**src/rtl/fb_pkg.sv**
```systemverilog
// -----------------------------------------------------------------------------
// fb_pkg
// Shared definitions for the frame-buffer write scheduler:
//   - default active resolution (320x240)
//   - RGB444 channel/pixel widths and the packed pixel struct
//   - coordinate width of the frame-buffer write port
//   - scheduler state enumeration
// -----------------------------------------------------------------------------
package fb_pkg;

  localparam int H_RES_DEF = 320;
  localparam int V_RES_DEF = 240;

  localparam int RGB_W   = 4;
  localparam int PIX_W   = 3 * RGB_W;
  localparam int COORD_W = 10;

  typedef enum logic [1:0] {
    ST_IDLE       = 2'd0,
    ST_WAIT_VSYNC = 2'd1,
    ST_CAPTURE    = 2'd2,
    ST_CLEAR      = 2'd3
  } fb_state_t;

  typedef struct packed {
    logic [RGB_W-1:0] r;
    logic [RGB_W-1:0] g;
    logic [RGB_W-1:0] b;
  } rgb444_t;

endpackage

```
**src/rtl/fb_raster_counter.sv**
```systemverilog
// -----------------------------------------------------------------------------
// fb_raster_counter
// x/y raster position shared by camera capture and frame clear.
//
// Ports
//   clk, reset_n   : clock, asynchronous active-low reset
//   zero           : return to (0,0); highest priority
//   raster_step    : clear walk, x wraps at H_RES-1 into the next row
//   line_step      : end of camera line, x=0 and y saturates at V_RES
//   px_step        : accepted camera pixel, x saturates at H_RES
//   x, y           : current position
//   x_in, y_in     : position lies inside the active area on that axis
//   raster_last    : position is the last pixel of the frame
// -----------------------------------------------------------------------------
module fb_raster_counter
  import fb_pkg::*;
#(
  parameter int H_RES = H_RES_DEF,
  parameter int V_RES = V_RES_DEF
) (
  input  logic               clk,
  input  logic               reset_n,
  input  logic               zero,
  input  logic               raster_step,
  input  logic               line_step,
  input  logic               px_step,
  output logic [COORD_W-1:0] x,
  output logic [COORD_W-1:0] y,
  output logic               x_in,
  output logic               y_in,
  output logic               raster_last
);

  localparam logic [COORD_W-1:0] X_LIM = COORD_W'(H_RES);
  localparam logic [COORD_W-1:0] Y_LIM = COORD_W'(V_RES);
  localparam logic [COORD_W-1:0] X_MAX = COORD_W'(H_RES - 1);
  localparam logic [COORD_W-1:0] Y_MAX = COORD_W'(V_RES - 1);

  always_ff @(posedge clk or negedge reset_n) begin
    if (!reset_n) begin
      x <= '0;
      y <= '0;
    end else if (zero) begin
      x <= '0;
      y <= '0;
    end else if (raster_step) begin
      if (x == X_MAX) begin
        x <= '0;
        y <= y + 1'b1;
      end else begin
        x <= x + 1'b1;
      end
    end else if (line_step) begin
      // Saturation at V_RES parks the counter outside the active area so
      // that surplus camera lines are dropped.
      x <= '0;
      if (y < Y_LIM) y <= y + 1'b1;
    end else if (px_step) begin
      if (x < X_LIM) x <= x + 1'b1;
    end
  end

  assign x_in        = (x < X_LIM);
  assign y_in        = (y < Y_LIM);
  assign raster_last = (x == X_MAX) && (y == Y_MAX);

endmodule

```
**src/rtl/fb_write_scheduler.sv**
```systemverilog
// -----------------------------------------------------------------------------
// fb_write_scheduler
// Arbitrates frame-buffer port-A writes between an RGB444 camera stream and a
// full-frame colour fill. A fill requested while a frame is being captured is
// deferred to the next cam_vsync so a frame is never torn.
//
// Ports
//   clk, reset_n                 : clock, asynchronous active-low reset
//   capture_en                   : 1 = capture frames, 0 = stop at frame end
//   cam_vsync, cam_href          : camera frame pulse / line level
//   pix_valid, pix_data          : camera pixel strobe and {R,G,B}
//   pix_ready                    : pixel presented now will be written
//   clear_req, clear_color       : fill request pulse and fill colour
//   write_enable                 : port-A write strobe (1 cycle after accept)
//   porta_addr_x/_y              : port-A write coordinates
//   porta_vgaRed/Green/Blue      : port-A write data
//   busy                         : scheduler not idle
//   frame_done, clear_done       : completion pulses
//   frame_count                  : completed captured frames (wraps)
//
// Build option
//   FB_FRAME_COUNTER_EN : when defined, frame_count counts completed frames;
//                         otherwise it is tied to 0 and no counter exists.
// -----------------------------------------------------------------------------
module fb_write_scheduler
  import fb_pkg::*;
#(
  parameter int H_RES = H_RES_DEF,
  parameter int V_RES = V_RES_DEF
) (
  input  logic        clk,
  input  logic        reset_n,
  input  logic        capture_en,
  input  logic        cam_vsync,
  input  logic        cam_href,
  input  logic        pix_valid,
  input  logic [11:0] pix_data,
  output logic        pix_ready,
  input  logic        clear_req,
  input  logic [11:0] clear_color,
  output logic        write_enable,
  output logic [9:0]  porta_addr_x,
  output logic [9:0]  porta_addr_y,
  output logic [3:0]  porta_vgaRed,
  output logic [3:0]  porta_vgaGreen,
  output logic [3:0]  porta_vgaBlue,
  output logic        busy,
  output logic        frame_done,
  output logic        clear_done,
  output logic [7:0]  frame_count
);

  fb_state_t          state;
  fb_state_t          state_nxt;
  logic               clr_pend;
  logic               href_d;
  rgb444_t            clr_color_q;

  logic [COORD_W-1:0] cnt_x;
  logic [COORD_W-1:0] cnt_y;
  logic               x_in;
  logic               y_in;
  logic               raster_last;

  logic               cnt_zero;
  logic               raster_step;
  logic               line_step;
  logic               pix_acc;
  logic               frame_end;
  logic               clear_start;
  logic               clear_end;

  logic               vld_p1;
  logic [COORD_W-1:0] x_p1;
  logic [COORD_W-1:0] y_p1;
  rgb444_t            rgb_p1;
  logic               frame_done_p1;
  logic               clear_done_p1;

  // State register
  always_ff @(posedge clk or negedge reset_n) begin
    if (!reset_n) state <= ST_IDLE;
    else          state <= state_nxt;
  end

  // Next-state logic
  always_comb begin
    state_nxt = state;
    case (state)
      ST_IDLE: begin
        if (clear_req)       state_nxt = ST_CLEAR;
        else if (capture_en) state_nxt = ST_WAIT_VSYNC;
      end
      ST_WAIT_VSYNC: begin
        if (clear_req)       state_nxt = ST_CLEAR;
        else if (!capture_en) state_nxt = ST_IDLE;
        else if (cam_vsync)  state_nxt = ST_CAPTURE;
      end
      ST_CAPTURE: begin
        // Frame boundary: a pending fill takes precedence over the next frame.
        if (cam_vsync) begin
          if (clr_pend || clear_req) state_nxt = ST_CLEAR;
          else if (!capture_en)      state_nxt = ST_IDLE;
        end
      end
      ST_CLEAR: begin
        if (raster_last) state_nxt = ST_IDLE;
      end
      default: state_nxt = ST_IDLE;
    endcase
  end

  // Output / control decode
  always_comb begin
    busy        = (state != ST_IDLE);
    pix_ready   = (state == ST_CAPTURE) && cam_href && x_in && y_in;
    pix_acc     = pix_ready && pix_valid;
    frame_end   = (state == ST_CAPTURE) && cam_vsync;
    clear_start = (state_nxt == ST_CLEAR) && (state != ST_CLEAR);
    clear_end   = (state == ST_CLEAR) && raster_last;
    raster_step = (state == ST_CLEAR);
    line_step   = (state == ST_CAPTURE) && href_d && !cam_href;
    cnt_zero    = frame_end || clear_start ||
                  ((state_nxt == ST_CAPTURE) && (state != ST_CAPTURE));
  end

  // Line-edge detector, deferred-fill flag and fill colour capture
  always_ff @(posedge clk or negedge reset_n) begin
    if (!reset_n) begin
      href_d      <= 1'b0;
      clr_pend    <= 1'b0;
      clr_color_q <= '0;
    end else begin
      href_d <= cam_href;
      if (clear_start)                              clr_pend <= 1'b0;
      else if ((state == ST_CAPTURE) && clear_req)  clr_pend <= 1'b1;
      if (clear_start) clr_color_q <= rgb444_t'(clear_color);
    end
  end

  fb_raster_counter #(
    .H_RES (H_RES),
    .V_RES (V_RES)
  ) u_raster (
    .clk         (clk),
    .reset_n     (reset_n),
    .zero        (cnt_zero),
    .raster_step (raster_step),
    .line_step   (line_step),
    .px_step     (pix_acc),
    .x           (cnt_x),
    .y           (cnt_y),
    .x_in        (x_in),
    .y_in        (y_in),
    .raster_last (raster_last)
  );

  // Stage p1: registered port-A write and completion pulses
  always_ff @(posedge clk or negedge reset_n) begin
    if (!reset_n) begin
      vld_p1        <= 1'b0;
      x_p1          <= '0;
      y_p1          <= '0;
      rgb_p1        <= '0;
      frame_done_p1 <= 1'b0;
      clear_done_p1 <= 1'b0;
    end else begin
      vld_p1        <= pix_acc || raster_step;
      frame_done_p1 <= frame_end;
      clear_done_p1 <= clear_end;
      if (pix_acc || raster_step) begin
        x_p1   <= cnt_x;
        y_p1   <= cnt_y;
        rgb_p1 <= raster_step ? clr_color_q : rgb444_t'(pix_data);
      end
    end
  end

  assign write_enable   = vld_p1;
  assign porta_addr_x   = x_p1;
  assign porta_addr_y   = y_p1;
  assign porta_vgaRed   = rgb_p1.r;
  assign porta_vgaGreen = rgb_p1.g;
  assign porta_vgaBlue  = rgb_p1.b;
  assign frame_done     = frame_done_p1;
  assign clear_done     = clear_done_p1;

`ifdef FB_FRAME_COUNTER_EN
  logic [7:0] frame_cnt;

  always_ff @(posedge clk or negedge reset_n) begin
    if (!reset_n)       frame_cnt <= 8'd0;
    else if (frame_end) frame_cnt <= frame_cnt + 8'd1;
  end

  assign frame_count = frame_cnt;
`else
  assign frame_count = 8'd0;
`endif

endmodule

```
**config.mk**
```make
export PLATFORM = sky130hd
export DESIGN_NAME = fb_write_scheduler
export DESIGN_NICKNAME = d
export VERILOG_FILES = /design/src/rtl/fb_pkg.sv /design/src/rtl/fb_raster_counter.sv /design/src/rtl/fb_write_scheduler.sv
export SDC_FILE = /design/constraint.sdc
export NUM_CORES = 1
export LEC_CHECK = 0
export CAP_MARGIN = 10
export CORE_ASPECT_RATIO = 0.7
export CORE_MARGIN = 2
export CORE_UTILIZATION = 45
export CTS_CLUSTER_SIZE = 25
export DETAILED_ROUTE_END_ITERATION = 8
export PLACE_DENSITY = 0.73
export SLEW_MARGIN = 20
export SYNTH_ARGS = -nofsm -noshare
export SYNTH_HDL_FRONTEND = slang
export SYNTH_SLANG_ARGS = --single-unit
```
**constraint.sdc**
```tcl
create_clock -name clk -period 2.32 [get_ports clk]
set_input_delay 0.464 -clock clk [delete_from_list [all_inputs] [get_ports clk]]
set_output_delay 0.464 -clock clk [all_outputs]
set_load 0.1 [all_outputs]
```
==> load_flow_metrics.sql <==
INSERT INTO impl_metrics (metric_group, metric, value, unit) VALUES
('run_status', 'outcome', 'completed', ''),
('floorplanning', 'fp-row-count', '26', ''),
('logic_synthesis', 'synth.cells.most_frequent', '81 x sky130_fd_sc_hd__nand2_1, 71 x sky130_fd_sc_hd__dfrtp_1, 23 x sky130_fd_sc_hd__o21ai_0', ''),
('finish', 'number_of_filler_instances_in_the_final_layout', '645', ''),
('logic_synthesis', 'synth.top_cells.by_area', 'sky130_fd_sc_hd__dfrtp_1 52%, sky130_fd_sc_hd__nand2_1 8.9%, sky130_fd_sc_hd__mux2_2 4.0%', ''),
('clocking', 'clock_sink_count', '71', ''),
('logic_synthesis', 'synth_area_leader_cell', 'sky130_fd_sc_hd__dfrtp_1', ''),
('worst_setup_path', 'critical-path-max-stage-delay', '550', 'ps'),
('logic_synthesis', 'synth_top_flop_cell', 'sky130_fd_sc_hd__dfrtp_1', ''),
('floorplanning', 'die_y', '76.9', 'um'),
('timing', 'hold-worst-slack', '114', 'ps'),
('timing', 'fin_crit_sh', '0.969', ''),
('drt', 'detail_route.vias_per_cell', '5.24', ''),
('logic_synthesis', 'number_of_flops_mapped_to_enable_cells_by_yosys', '0', ''),
('logic_synthesis', 'synth_cell_type_count', '47', ''),
('placement', 'dp_hpwl', '5460', 'um'),
('power_and_ir_drop', 'ratio_of_total_power_to_cell_area', '1250', 'nW/um^2'),
('power_and_ir_drop', 'switching_portion_of_total_power', '0.482', ''),
('finish', 'finish.net_count', '449', ''),
('timing', 'clock_skew', '8.99', 'ps'),
('floorplanning', 'fp.dieArea', '8320', 'sq um'),
('drt', 'drt-wirelength-per-cell', '14.4', 'um'),
('worst_setup_path', 'worstReg2RegStart', 'u_raster.x[6]', ''),
('global_route', 'grt_start_max_net_pins', '48', ''),
('logic_synthesis', 'synth-seq-area-share', '0.520', ''),
('placement', 'dp_slack', '-44.6', 'ps'),
('global_route', 'antenna_found_initial', '0', ''),
('logic_synthesis', 'postSynthRegisterBits', '71', ''),
('timing', 'hold_viol_final', '0', ''),
('timing', 'timing_max_transition_violations_final', '0', ''),
('timing', 'timing.final.ws_setup', '73.0', 'ps'),
('global_route', 'overflow', '0', ''),
('power_and_ir_drop', 'power.total', '5.47', 'mW'),
('timing', 'fin_crit', '2250', 'ps'),
('placement', 'numPortBuffers', '67', ''),
('logic_synthesis', 'post_synth_instance_area', '3420', 'sq um'),
('logic_synthesis', 'avgSynthCellArea', '10.0', 'sq um'),
('worst_setup_path', 'worst-r2r-setup-slack', '340', 'ps'),
('global_route', 'globalRouteTotalUtil', '0.191', ''),
('clocking', 'path_clk_slew', '80', 'ps'),
('flow_run', 'drv.max_cap_violation_count', '0', ''),
('worst_setup_path', 'critical_path_required', '1860', 'ps'),
('placement', 'routabilityCongestion', '0.942', ''),
('clocking', 'cts_tree', 'done', ''),
('drt', 'antenna_left', '0', ''),
('logic_synthesis', 'post-synth-top-count-cell', 'sky130_fd_sc_hd__nand2_1', ''),
('finish', 'fin_cells', '519', ''),
('worst_setup_path', 'critPathTopFamily', 'buffers and inverters', ''),
('drt', 'drtPass1Iterations', '5', ''),
('floorplanning', 'ios', '76', ''),
('power_and_ir_drop', 'cell_internal_pwr', '2.83', 'mW'),
('worst_setup_path', 'worst-setup-path-type', 'in -> out', ''),
('power_and_ir_drop', 'vdd_ir_drop_max', '0.000909', 'V'),
('clocking', 'h-tree-depth', '3', ''),
('timing', 'setup_viol_count_final', '0', ''),
('finish', 'postLayoutCoreUtil', '0.596', ''),
('clocking', 'cts_resized', '0', ''),
('worst_setup_path', 'worst_r2r_path_depth', '5', ''),
('worst_setup_path', 'critical_path.reg2reg.endpoint', 'u_raster.x[2]', ''),
('worst_setup_path', 'timing.critical_path.buf_inv', '2', ''),
('clocking', 'tritoncts.num_buffers', '9', ''),
('timing', 'max_fclk', '445', 'MHz'),
('power_and_ir_drop', 'power_frac_comb', '0.447', ''),
('finish', 'antenna-diode-count', '0', ''),
('placement', 'placed_cells', '503', ''),
('timing', 'tightestPinTransition', '578', 'ps'),
('power_and_ir_drop', 'net-switching-power', '2.63', 'mW'),
('power_and_ir_drop', 'power.share.sequential', '0.356', ''),
('logic_synthesis', 'synth_top_area_share', '0.520', ''),
('timing', 'maxSlewHeadroom', '0.615', ''),
('worst_setup_path', 'endpoint_kind_of_the_worst_setup_timing_path', 'output pin', '');
[registers in the layout, summed over array words and instances, names as in the netlist, 2 cells and up]
signal / cells
porta_vgaBlue: 4
porta_addr_y: 10
clr_color_q: 12
porta_addr_x: 10
state: 2
u_raster.y: 10
porta_vgaRed: 4
u_raster.x: 10
porta_vgaGreen: 4
[area by class of cell]
cell class                 instances  area (sq um)  area share
clock buffer                      10           128      0.0293
clock inverter                     6          92.6      0.0212
inverter                           4          15.0     0.00344
multi-input combinational        249          1510       0.347
sequential                        71          1780       0.407
tap                               98           123      0.0281
timing repair buffer              81           716       0.164
[worst reg2reg max path, delay by kind of cell (launching register included)]
kind / cells / cell delay [ps]
compound gates: 3 / 620
flops: 1 / 480
simple gates: 2 / 810
[cells by family after synthesis]
kind of cell	synth area share
AND/OR/NAND/NOR	0.211
flip-flops	0.520
AO/OA/AOI/OAI	0.110
buffers and inverters	0.0472
multiplexers	0.0776
XOR/XNOR	0.0256
adder cells (fa/ha/maj)	0.00732
other	0.00110
[cell usage in the layout (no fill, tap or decap), drive strengths merged, types with 4 or more instances in the layout]
master | Yosys | layout
a21oi | 16 | 16
and2 | 6 | 6
and3 | 6 | 6
and4 | 4 | 4
buf | 21 | 52
clkbuf | 3 | 10
clkdlybuf4s50 | 0 | 29
conb | 1 | 8
dfrtp | 71 | 71
inv | 4 | 5
mux2 | 12 | 12
mux2i | 13 | 13
nand2 | 81 | 81
nand3 | 10 | 10
nand4 | 7 | 7
nor2 | 16 | 16
o21ai | 23 | 23
xnor2 | 9 | 9
[worst max-delay path by stage]
| stage | startpoint | to | slack, ps | cells past startpoint |
|---|---|---|---|---|
| floorplan | state[1] | pix_ready | 160 | 4 |
| global placement | cam_href | u_raster.x[2] | 5 | 6 |
| detailed placement | cam_href | u_raster.x[2] | -40 | 6 |
| CTS | cam_href | pix_ready | 90 | 4 |
| global route | cam_href | pix_ready | 50 | 4 |
| finish | cam_href | pix_ready | 70 | 4 |
[metal layers]
metal,wire length (um),GRT usage
met1,3560,0.288
met3,557,0.0527
met2,3330,0.267
met5,0,0
met4,42,0.0590
[through the flow]
stage	area (sq um)	TNS (ps)
finish	4360	0
floorplan	3440	0
CTS	4360	0
detailed placement	4140	-44.6
global placement	4140	0
global route	4360	0
[power by group through the flow]
stage / logic [mW] / registers, mW / clock network [mW]
finish: 2.45 / 1.95 / 1.08
global route: 2.55 / 2.01 / 1.17
CTS: 2.46 / 1.95 / 1.11
detailed placement: 2.46 / 1.97 / 0
global placement: 2.42 / 1.96 / 0
floorplan: 0.518 / 3.32 / 0
No activity file was read; power rests on OpenSTA's default activity.
